### src/rtl/seven_segment_animation_sequencer_pkg.sv
// Shared types and constants for the seven-segment figure-8 animation path.
package seven_segment_pkg;

  localparam int FRAME_W = 3;
  localparam logic [FRAME_W-1:0] FRAME_FIRST = 3'h0;
  localparam logic [FRAME_W-1:0] FRAME_LAST  = 3'h7;

  typedef enum logic [1:0] {IDLE, RUN, HOLD} anim_state_t;
  typedef logic [FRAME_W-1:0] frame_t;

  // Next frame index in the selected direction; mod-8 wrap comes from the width.
  function automatic frame_t frame_step(input frame_t f, input logic rev);
    return rev ? frame_t'(f - 1'b1) : frame_t'(f + 1'b1);
  endfunction

endpackage

### src/rtl/seven_segment_animation_sequencer_tick.sv
// Frame-period prescaler: one-cycle tick every `period` enabled cycles.
module frame_tick_prescaler #(
  parameter int TICK_W = 24
) (
  input  logic              clk,
  input  logic              rst,
  input  logic              clear,
  input  logic              enable,
  input  logic [TICK_W-1:0] period,
  output logic              tick
);

  logic [TICK_W-1:0] count_q;

  assign tick = enable && (count_q == period - TICK_W'(1));

  // Disabled cycles hold the count, which is what makes pause resume mid-frame.
  always_ff @(posedge clk) begin
    if (rst || clear)  count_q <= '0;
    else if (enable)   count_q <= tick ? '0 : count_q + TICK_W'(1);
  end

endmodule

### src/rtl/seven_segment_animation_sequencer.sv
// Figure-8 frame sequencer: start/stop/pause, direction, N laps or endless.
module seven_segment_animation_sequencer
  import seven_segment_pkg::*;
#(
  parameter int          TICK_W         = 24,
  parameter int unsigned DEFAULT_PERIOD = 12_500_000
) (
  input  logic              clk,
  input  logic              rst,
  input  logic              start,
  input  logic              stop,
  input  logic              pause,
  input  logic              reverse,
  input  logic [TICK_W-1:0] period,
  input  logic [7:0]        laps,
  output logic [2:0]        frame,
  output logic              frame_valid,
  output logic              busy,
  output logic              lap_done,
  output logic              done
);

  anim_state_t       state_q, state_d;
  frame_t            frame_q, frame_d;
  logic [7:0]        lap_cnt_q, lap_cnt_d;
  logic [7:0]        laps_q;
  logic [TICK_W-1:0] period_q;
  logic              reverse_q;
  logic              load_cfg, lap_done_d, done_d;
  logic              tick, wrap;
  logic              valid_q, busy_q, lap_done_q, done_q;

  frame_tick_prescaler #(.TICK_W(TICK_W)) u_tick (
    .clk    (clk),
    .rst    (rst),
    .clear  (state_q == IDLE),
    .enable ((state_q != IDLE) && !stop && !pause),
    .period (period_q),
    .tick   (tick)
  );

  assign wrap = reverse_q ? (frame_q == FRAME_FIRST) : (frame_q == FRAME_LAST);

  always_comb begin
    state_d    = state_q;
    frame_d    = frame_q;
    lap_cnt_d  = lap_cnt_q;
    lap_done_d = 1'b0;
    done_d     = 1'b0;
    load_cfg   = 1'b0;
    unique case (state_q)
      IDLE: begin
        frame_d   = FRAME_FIRST;
        lap_cnt_d = '0;
        if (start && !stop) begin
          state_d  = RUN;
          load_cfg = 1'b1;
          frame_d  = reverse ? FRAME_LAST : FRAME_FIRST;
        end
      end
      RUN, HOLD: begin
        if (stop) begin
          state_d = IDLE;
          frame_d = FRAME_FIRST;
        end else if (pause) begin
          state_d = HOLD;
        end else begin
          // Leaving HOLD counts in the same cycle so a pause freezes exactly its own length.
          state_d = RUN;
          if (tick) begin
            frame_d = frame_step(frame_q, reverse_q);
            if (wrap) begin
              lap_done_d = 1'b1;
              if (laps_q != 8'd0) begin
                if (lap_cnt_q == laps_q - 8'd1) begin
                  state_d = IDLE;
                  frame_d = FRAME_FIRST;
                  done_d  = 1'b1;
                end else begin
                  lap_cnt_d = lap_cnt_q + 8'd1;
                end
              end
            end
          end
        end
      end
      default: state_d = IDLE;
    endcase
  end

  always_ff @(posedge clk) begin
    if (rst) begin
      state_q    <= IDLE;
      frame_q    <= FRAME_FIRST;
      lap_cnt_q  <= '0;
      laps_q     <= '0;
      period_q   <= '0;
      reverse_q  <= 1'b0;
      valid_q    <= 1'b0;
      busy_q     <= 1'b0;
      lap_done_q <= 1'b0;
      done_q     <= 1'b0;
    end else begin
      state_q    <= state_d;
      frame_q    <= frame_d;
      lap_cnt_q  <= lap_cnt_d;
      valid_q    <= (state_d != IDLE);
      busy_q     <= (state_d != IDLE);
      lap_done_q <= lap_done_d;
      done_q     <= done_d;
      if (load_cfg) begin
        reverse_q <= reverse;
        laps_q    <= laps;
        period_q  <= (period == '0) ? TICK_W'(DEFAULT_PERIOD) : period;
      end
    end
  end

  assign frame       = frame_q;
  assign frame_valid = valid_q;
  assign busy        = busy_q;
  assign lap_done    = lap_done_q;
  assign done        = done_q;

endmodule

### config.mk
export PLATFORM = sky130hd
export DESIGN_NAME = seven_segment_animation_sequencer
export DESIGN_NICKNAME = d
export VERILOG_FILES = /design/src/rtl/seven_segment_animation_sequencer_pkg.sv /design/src/rtl/seven_segment_animation_sequencer_tick.sv /design/src/rtl/seven_segment_animation_sequencer.sv
export SDC_FILE = /design/constraint.sdc
export NUM_CORES = 1
export LEC_CHECK = 0
export ABC_AREA = 1
export CAP_MARGIN = 5
export CORE_AREA = 10 10 99 101
export CTS_BUF_LIST = sky130_fd_sc_hd__clkbuf_8
export CTS_CLUSTER_DIAMETER = 50
export DETAILED_ROUTE_END_ITERATION = 7
export DIE_AREA = 0 0 109 111
export GPL_TIMING_DRIVEN = 0
export PLACE_DENSITY = 0.9
export SYNTH_ARGS = -nofsm -noshare
export SYNTH_HDL_FRONTEND = slang
export SYNTH_SLANG_ARGS = --single-unit
### constraint.sdc
create_clock -name clk -period 5.25 [get_ports clk]
set_clock_uncertainty 0.05 [all_clocks]
set_input_delay 0.7875 -clock clk [delete_from_list [all_inputs] [get_ports clk]]
set_output_delay 0.7875 -clock clk [all_outputs]
set_load 0.02 [all_outputs]
==> impl_results.rst <==
.. list-table::
   :header-rows: 1

   * - Metric
     - Value
   * - Status
     - finished clean
   * - Power density over the cells
     - 281 mW/mm^2
   * - Clock latency on the worst-skew pair
     - 0.37 ns
   * - Post-synthesis cell type count
     - 40
   * - Synth top area share
     - 29.6%
   * - Full die area
     - 0.0121 sq mm
   * - Post-synthesis register bit count
     - 73
   * - Arrival time of the worst setup path
     - 3.02 ns
   * - Pre-Repair DR Iteration Count
     - 5
   * - Ys flop type
     - sky130_fd_sc_hd__dfxtp_1
   * - H-tree levels
     - 3
   * - Clock buffer count from CTS
     - 9
   * - Cell at the slowest stage of the critical path
     - sky130_fd_sc_hd__clkdlybuf4s50_1
   * - FFs w/ async S/R, synth
     - 0%
   * - Number of cells produced by synthesis
     - 775
   * - Fin crit share
     - 53.1%
   * - Cells resized by post-CTS repair
     - 0
   * - Wire length reported by the detailed router
     - 14,100 microns
   * - Worst relative slew slack
     - 63.9%
   * - Leak pwr
     - 2.60 nW
   * - Portion of netlist area occupied by mux cells
     - 0%
   * - Via count of the first global-routing pass
     - 5,237
   * - Number of buffers on the longest clock path
     - 2
   * - Residual DRC count
     - 0
   * - Routed wire length per instance
     - 15.0 microns
   * - Startpoint of the worst-slack reg-to-reg timing path
     - period_q[0]
   * - NumNets Final
     - 874
   * - Final weighted congestion in routability-driven placement
     - 0.963
   * - Register area share after synthesis
     - 29.6%
   * - Vias after detailed routing
     - 5,238
   * - Critical path's largest stage delay
     - 0.46 ns
   * - Largest area contributor in the synthesized netlist
     - sky130_fd_sc_hd__dfxtp_1
   * - Final number of hold-violating endpoints
     - 0
   * - CTS Root Buffer Type
     - sky130_fd_sc_hd__clkbuf_8
   * - Number of rows in the core area
     - 33
   * - Total of hold buffers inserted after clock tree synthesis
     - 0
   * - Fraction of final layout cells sized beyond drive strength 1
     - 6.71%
   * - Largest family of logic cells by synthesized area
     - simple AND/OR/NAND/NOR gates
   * - Element type at the critical path end
     - flip-flop
   * - Post-route ant nets
     - 0
   * - Worst path cell trace
     - clkdlybuf4s50_1 -> nor2_2 -> nand2_2 -> inv_2 -> nand3_1 -> nor2_1 -> nand4_2 -> nor2_1 -> nand2_1 -> nor3_2 -> nand2_1 -> xor2_1 -> nor3_2
   * - Post-synthesis cell area
     - 0.00493 sq mm
   * - Maxcap violations
     - 0
   * - Syn_nets
     - 820
   * - Initial DRC Count
     - 389
   * - Synth Area in Compound Gates
     - 10.2%
   * - Total of buffers placed on input and output ports
     - 43
   * - CTS tree
     - done
   * - Number of warnings issued by yosys
     - 0
   * - Largest net degree at the start of global routing
     - 15
   * - Most used cells in the layout excluding fill and tap cells
     - sky130_fd_sc_hd__nand2_1, sky130_fd_sc_hd__nor2_1, sky130_fd_sc_hd__inv_1, sky130_fd_sc_hd__dfxtp_1
   * - Achievable clock frequency
     - 359 MHz
   * - Die extent in x
     - 109 microns
   * - Core Region
     - 0.00797 sq mm
   * - Setup-violating endpoint count in the final report
     - 0
   * - Wire length of the first global-routing pass
     - 23,700 microns
   * - Start point of the critical path
     - stop
   * - IR Drop Worst-Case VDD
     - 0.132 mV
   * - Initial core utilization
     - 61.9%
   * - Total Neg Setup Slack
     - 0 ns
   * - Remaining global-route overflow
     - 0
   * - Classification of the worst setup path
     - input pin to flip-flop
   * - Final critical-path required period
     - 2.79 ns
   * - RSZ-0062 raised after global routing
     - false
   * - Leading cell type in the layout, fill and taps excluded
     - sky130_fd_sc_hd__nand2_1
   * - Synthesized area per cell
     - 6.36 sq um
   * - Largest fanout on the critical path
     - 5
   * - Worst Slack Setup Final
     - 2.46 ns
   * - Boundary Pins
     - 45
   * - Y dimension of the die
     - 111 microns
   * - Post-CTS setup buffer count
     - 0
   * - Adder-Cell Fraction of Synth Area
     - 1.93%
   * - Overall routing resource usage
     - 23.6%
   * - Largest cells by area after synthesis
     - sky130_fd_sc_hd__dfxtp_1, sky130_fd_sc_hd__nand2_1, sky130_fd_sc_hd__nor2_1
   * - Half-perimeter wire length after detailed placement
     - 10,600 microns
   * - Slew Limit Fails
     - 0
   * - Critical Path RT
     - 5.49 ns
   * - Diode insertion count for antenna repair
     - 0
   * - Synth Area in Simple Gates
     - 39.5%
   * - Number of sinks on the clock net
     - 73
   * - Pin slew with the least headroom to its limit
     - 0.542 ns
   * - Fraction of synthesized cell area in xor and xnor cells
     - 8.10%
   * - Number of enable flip-flop cells after synthesis
     - 0
   * - Hold crit path type
     - flip-flop to flip-flop
   * - Post-detailed-route via-to-cell ratio
     - 5.58
   * - Number of antenna violations at the first check in global routing
     - 0
   * - Layout overhead on the synthesized area
     - 16.4%
   * - Critical path launch point type
     - input pin
   * - Worst hold start
     - laps_q[1]
   * - Worst-path clk slew
     - 0.10 ns
   * - Post-Place Worst Slack
     - 2.15 ns
[path summary, 6_finish.rpt]
check / cells past startpoint / end / slack, ns
worst min-delay path: 2 / laps_q[1] / 0.45
worst min register to register: 2 / laps_q[1] / 0.45
worst max-delay path: 13 / u_tick.count_q[20] / 2.46
worst max register to register: 12 / u_tick.count_q[8] / 2.57
[cells in the mapped netlist, types with 3 or more instances]
cell type                  number
sky130_fd_sc_hd__nand2_1      185
sky130_fd_sc_hd__nor2_1       113
sky130_fd_sc_hd__inv_1        108
sky130_fd_sc_hd__dfxtp_1       73
sky130_fd_sc_hd__nand3_1       43
sky130_fd_sc_hd__o21ai_0       41
sky130_fd_sc_hd__xor2_1        30
sky130_fd_sc_hd__a21oi_1       27
sky130_fd_sc_hd__nand4_1       17
sky130_fd_sc_hd__clkbuf_1      14
sky130_fd_sc_hd__xnor2_1       13
sky130_fd_sc_hd__a31oi_1       11
sky130_fd_sc_hd__nand3b_1      11
sky130_fd_sc_hd__nor2_2        10
sky130_fd_sc_hd__nor3_1         9
sky130_fd_sc_hd__nand2_2        8
sky130_fd_sc_hd__a211oi_1       7
sky130_fd_sc_hd__ha_1           6
sky130_fd_sc_hd__nor3b_1        6
sky130_fd_sc_hd__nor3_2         5
sky130_fd_sc_hd__nor4_1         5
sky130_fd_sc_hd__clkinv_1       4
sky130_fd_sc_hd__nor2_4         4
sky130_fd_sc_hd__or2_2          3
[area by class of cell]
type / count / area [sq um]
Inverter: 114 / 428
Tap cell: 105 / 131
Fill cell: 644 / 2230
Clock inverter: 7 / 125
Sequential cell: 73 / 1460
Multi-Input combinational cell: 568 / 2940
Timing Repair Buffer: 43 / 430
Buffer: 20 / 97.6
Clock buffer: 9 / 124
[registers in the layout, indices dropped and copies added (netlist names)]
signal	flops
reverse_q	1
lap_done	1
u_tick.count_q	24
period_q	24
laps_q	8
state_q	2
lap_cnt_q	8
frame	3
done	1
busy	1
[power by group]
| group | switching (mW) | leakage, nW | internal [mW] |
|---|---|---|---|
| clock network | 0.239 | 0.124 | 0.321 |
| logic | 0.278 | 1.88 | 0.165 |
| registers | 0.0333 | 0.595 | 0.579 |
| total | 0.550 | 2.60 | 1.06 |
[worst max-delay path: cells and delay by family]
family	cells	cell delay, ns
xor+xnor	1	0.15
buf+inv	2	0.56
simple gates	10	1.50
[metal layers]
metal	part of all wire [%]	track usage (%)	vias to the layer above
li1	-	-	2571
met1	39	27.1	2371
met2	49	39.5	245
met3	8.0	5.23	51
met4	4.0	11.8	0
met5	0	0	-
[cells by family after synthesis]
family	count (synthesis)
AOI/OAI and AO/OA	92
xor gates and xnor gates	44
adders and majority gates	7
buffers and inverters	134
DFF	73
and+or+nand+nor	425
[per-stage QoR]
stage / power, mW / hold WS [ns] / utilization, % / std cells / area (sq um)
after floorplan: 0.929 / 0.398 / - / 775 / 4930
after global placement: 1.03 / 0.424 / 68.9 / 923 / 5490
after detailed placement: 1.05 / 0.429 / 68.9 / 923 / 5490
after CTS: 1.61 / 0.442 / 72.0 / 939 / 5740
after global routing: 1.70 / 0.472 / 72.0 / 939 / 5740
final: 1.62 / 0.447 / 72.0 / 939 / 5740
Note: power is estimated with default switching activity, not from simulation.
